File: config.mk
export PLATFORM = sky130hd
export DESIGN_NAME = cpu_sequencer
export DESIGN_NICKNAME = d
export VERILOG_FILES = /design/src/rtl/cpu_sequencer.sv
export SDC_FILE = /design/constraint.sdc
export NUM_CORES = 1
export LEC_CHECK = 0
export CAP_MARGIN = 20
export CORE_AREA = 4 4 71 99
export CTS_BUF_LIST = sky130_fd_sc_hd__clkbuf_16
export DETAILED_ROUTE_END_ITERATION = 10
export DIE_AREA = 0 0 75 103
export GPL_TIMING_DRIVEN = 0
export PLACE_DENSITY_LB_ADDON = 0.12
export SLEW_MARGIN = 30
export SYNTH_ARGS = -nofsm -noshare
export SYNTH_HDL_FRONTEND = slang
export SYNTH_SLANG_ARGS = --single-unit
export TNS_END_PERCENT = 5
File: constraint.sdc
create_clock -name CLK -period 6.5 [get_ports CLK]
set_clock_uncertainty 0.15 [all_clocks]
set_input_delay 1.3 -clock CLK [delete_from_list [all_inputs] [get_ports CLK]]
set_output_delay 1.3 -clock CLK [all_outputs]
set_load 0.02 [all_outputs]
File: src/rtl/cpu_sequencer.sv
// Instruction-cycle controller: owns the PC, sequences fetch/decode/execute,
// resolves jumps and halts locally and guards execute with a watchdog.
module cpu_sequencer #(
    parameter int          TIMEOUT = 255,
    parameter logic [3:0]  JMP_OP  = 4'hD,
    parameter logic [3:0]  JZ_OP   = 4'hE,
    parameter logic [3:0]  HLT_OP  = 4'hF
) (
    input  logic        CLK,
    input  logic        RST_N,
    input  logic        RUN,
    input  logic [15:0] PC_START,
    input  logic        MEM_READY,
    input  logic [3:0]  OPCODE,
    input  logic [7:0]  ADDRESS,
    input  logic        EXEC_DONE,
    input  logic        ZERO,
    output logic [15:0] PC,
    output logic        FETCH_REQ,
    output logic        EXEC_START,
    output logic        BUSY,
    output logic        HALTED,
    output logic        ERROR,
    output logic [15:0] INSTR_CNT,
    output logic [2:0]  STATE
);

    typedef enum logic [2:0] {
        S_IDLE   = 3'd0,
        S_FETCH  = 3'd1,
        S_DECODE = 3'd2,
        S_EXEC   = 3'd3,
        S_WAIT   = 3'd4,
        S_HALT   = 3'd5
    } state_t;

    localparam logic [15:0] WD_LIMIT = 16'(TIMEOUT);

    state_t      state, state_n;
    logic [15:0] pc, pc_n;
    logic [15:0] cnt, cnt_n;
    logic [15:0] wd, wd_n;
    logic        z, z_n;
    logic        err, err_n;

    always_ff @(posedge CLK or negedge RST_N) begin
        if (!RST_N) begin
            state <= S_IDLE;
            pc    <= '0;
            cnt   <= '0;
            wd    <= '0;
            z     <= 1'b0;
            err   <= 1'b0;
        end else begin
            state <= state_n;
            pc    <= pc_n;
            cnt   <= cnt_n;
            wd    <= wd_n;
            z     <= z_n;
            err   <= err_n;
        end
    end

    always_comb begin
        state_n = state;
        pc_n    = pc;
        cnt_n   = cnt;
        wd_n    = wd;
        z_n     = z;
        err_n   = err;
        case (state)
            S_IDLE: begin
                if (RUN) begin
                    pc_n    = PC_START;
                    cnt_n   = '0;
                    state_n = S_FETCH;
                end
            end
            S_FETCH: begin
                if (MEM_READY)
                    state_n = S_DECODE;
            end
            S_DECODE: begin
                // halt outranks jumps if opcode parameters ever overlap
                if (OPCODE == HLT_OP) begin
                    cnt_n   = cnt + 16'd1;
                    state_n = S_HALT;
                end else if (OPCODE == JMP_OP) begin
                    pc_n    = {8'h00, ADDRESS};
                    cnt_n   = cnt + 16'd1;
                    state_n = S_FETCH;
                end else if (OPCODE == JZ_OP) begin
                    pc_n    = z ? {8'h00, ADDRESS} : pc + 16'd1;
                    cnt_n   = cnt + 16'd1;
                    state_n = S_FETCH;
                end else begin
                    state_n = S_EXEC;
                end
            end
            S_EXEC: begin
                wd_n    = '0;
                state_n = S_WAIT;
            end
            S_WAIT: begin
                if (EXEC_DONE) begin
                    z_n     = ZERO;
                    pc_n    = pc + 16'd1;
                    cnt_n   = cnt + 16'd1;
                    state_n = S_FETCH;
                end else begin
                    wd_n = wd + 16'd1;
                    if (wd_n == WD_LIMIT) begin
                        err_n   = 1'b1;
                        state_n = S_HALT;
                    end
                end
            end
            S_HALT: begin
                if (!RUN) begin
                    err_n   = 1'b0;
                    state_n = S_IDLE;
                end
            end
            default: state_n = S_IDLE;
        endcase
    end

    assign PC         = pc;
    assign INSTR_CNT  = cnt;
    assign ERROR      = err;
    assign STATE      = state;
    assign FETCH_REQ  = (state == S_FETCH);
    assign EXEC_START = (state == S_EXEC);
    assign HALTED     = (state == S_HALT);
    assign BUSY       = (state != S_IDLE) && (state != S_HALT);

endmodule
==> metrics.txt <==
fill count=504; Achievable Freq=248 MHz; Worst Path Required=5.05 ns; outcome=completed; WP data arrival=2.58 ns; clock power share=18.1%; Post-synth top cells=53 x dfrtp_1, 46 x o21ai_0, 32 x nand2_1; CTS tree=built; Yosys top cell area share=40.5%; post-DR wirelength/cell=16.9 µm; initial core utilization=53.0%; MaxCap Viol Count=0; nets=510; detailed placement HPWL=6830 µm; pwr/cell area=375 nW/µm²; share of post-route cells with drive strength above 1=6.14%; post-synth top area cell=dfrtp_1; Root Driver=clkbuf_16; Final Total Pwr=0.00161 W; Slew Limit Fails=0; Congestion Overflow GR=0; clk slew on worst S/H paths=0.07 ns; vias post-DR=3423; Final Hold Fails=0; hold slack=0.330 ns; met3 Use GR=3.12%; hold path cells=1; core area=6170 µm²; CP Cell Sequence=clkbuf_1, buf_1, nand2_1, inv_1, clkdlybuf4s50_1; CP max stage cell=clkdlybuf4s50_1; Post-Route WL=9170 µm; Switching Fraction=42.7%; Max rail drop VDD=0.251 mV; Clock Path Buffers=2; CP Launch Point=STATE[0]; R2R Path Start=STATE[1]; Final Wtd Congestion=0.895; diode count=0; Reg2Reg Capture Point=INSTR_CNT[8]; capture point of the worst path=EXEC_START; setup TNS=0 ns; most common cell in the netlist=dfrtp_1; relative slew slack=51.0%; post-CTS setup buffers=0; startpoint types=flip-flop; busiest grt layer=met2; Register Area=1330 µm²; number of remaining DRC errors=0; R2R depth=6; die width=75 µm; Worst Path Max Fanout=10; routing usage on met1=29.8%; multi-input logic area=1800 µm²; Synth area leaders=dfrtp_1 41%, o21ai_0 7.0%, nand2_1 3.7%; post-CTS sizing=0; Seq/Total Area, Yosys=40.5%; crit path capture type=output pin; Mean Syn Cell Area=8.37 µm²; RSZ-0062 raised after global routing=false; Detailed Routing Iterations Pass 1=5; Syn-to-layout area delta=30.7%; P_int=0.000919 W; CTS Sinks=53; Syn Std Cell Area=3270 µm²; Post-synth EDFFs=0; cells after synthesis=391; Psw=0.000686 W; Synth cell types=57; slowest stage delay, CP=0.60 ns; critical path class=reg2out; Ys Warns=0; first-pass GRT wire length=14500 µm; fin crit period=4.03 ns; worst slew pin tran=0.729 ns; Seq pwr share=31.2%; # rows=34; H-tree levels=2; flop2flop setup slack=4.17 ns; via/cell ratio=6.29; cts bufs inserted=5; antenna violations before repair=0; # port buffers=73; Min-Delay Path Class=reg2reg; setup slack after layout=2.47 ns; flops & latches, synth=53; Post-DRT Antenna Nets=0; Chip Height=103 µm; Starting DRT DRC Count=274; hold-fix buffers at CTS=0; final setup fails=0; Async S/R FF share, synth=100%; post-placement worst setup slack=2.83 ns; Lkg Pwr=1.66 nW; routing usage on met2=41.5%; clk_lat worst skew=0.28 ns; vias in the first global route=3054; largest net degree at the start of global routing=28; I/O pins=74; All-Layer GR Usage=23.7%; Tcrit/Tclk final=62.1%; fin util=69.3%; Post-Syn Nets=429; ys flop type=dfrtp_1; logic gate share of total power=50.6%; die area=7730 µm²
[layer usage]
layer | up-vias | routed length [µm]
met5 | - | 0
met4 | 0 | 114
met3 | 11 | 555
met2 | 138 | 4900
met1 | 1641 | 3610
li1 | 1633 | -
[state kept, by name, summed over array words and instances (netlist names)]
name       flops
STATE          3
INSTR_CNT     16
PC            16
z              1
wd            16
ERROR          1
[area by class of cell]
cell class	count	share of cell area, %
Clock buffer	5	2.93
Tap cell	72	2.11
Buffer	21	2.05
Clock inverter	2	0.819
Sequential cell	53	31.0
Timing Repair Buffer	74	17.5
Inverter	18	1.58
Multi-Input combinational cell	299	42.0
[cells by family (layout without fill, tap and decap cells)]
kind of cell	Yosys count	in the layout	synth area share, %
compound gates	136	136	26.5
xor+xnor	7	7	1.87
fa+ha+maj	4	4	1.53
buf+inv	39	120	4.74
flops	53	53	40.5
mux	2	2	0.650
simple gates	150	150	24.2
[worst max-delay path, delay by kind of cell, from the launching register on]
family                 cells  cell delay (ns)
buffers and inverters      4             1.59
DFF                        1             0.39
and+or+nand+nor            1             0.31
[cell usage in the layout (no fill, tap or decap), types with 12 or more instances in the layout]
cell type	n
inv_1	16
nand3_1	22
o21ai_0	46
clkbuf_1	15
dfrtp_1	53
a21oi_1	22
clkdlybuf4s50_1	72
o31ai_1	12
nor3_1	15
nand2_1	32
nor2_1	31
[power by group through the flow]
stage	clock (W)	sequential, W	combinational, W
2_1_floorplan	0	0.000563	0.000427
3_3_place_gp	0	0.000503	0.000788
3_5_place_dp	0	0.000505	0.000802
4_1_cts	0.000299	0.000498	0.000806
5_1_grt	0.000309	0.000514	0.000889
6_report	0.000291	0.000501	0.000813
[how the worst min path moves through the flow]
stage	from	to
after CTS	INSTR_CNT[15]	INSTR_CNT[15]
final	INSTR_CNT[15]	INSTR_CNT[15]
after global placement	INSTR_CNT[15]	INSTR_CNT[15]
after floorplan	wd[8]	wd[8]
after global routing	INSTR_CNT[15]	INSTR_CNT[15]
after detailed placement	INSTR_CNT[15]	INSTR_CNT[15]
[metrics by stage]
step / instance area (µm²) / std cells
2_1_floorplan: 3270 / 391
3_3_place_gp: 4090 / 536
3_5_place_dp: 4110 / 537
4_1_cts: 4270 / 544
5_1_grt: 4280 / 544
6_report: 4280 / 544
Power figures use the tool's default switching activity.
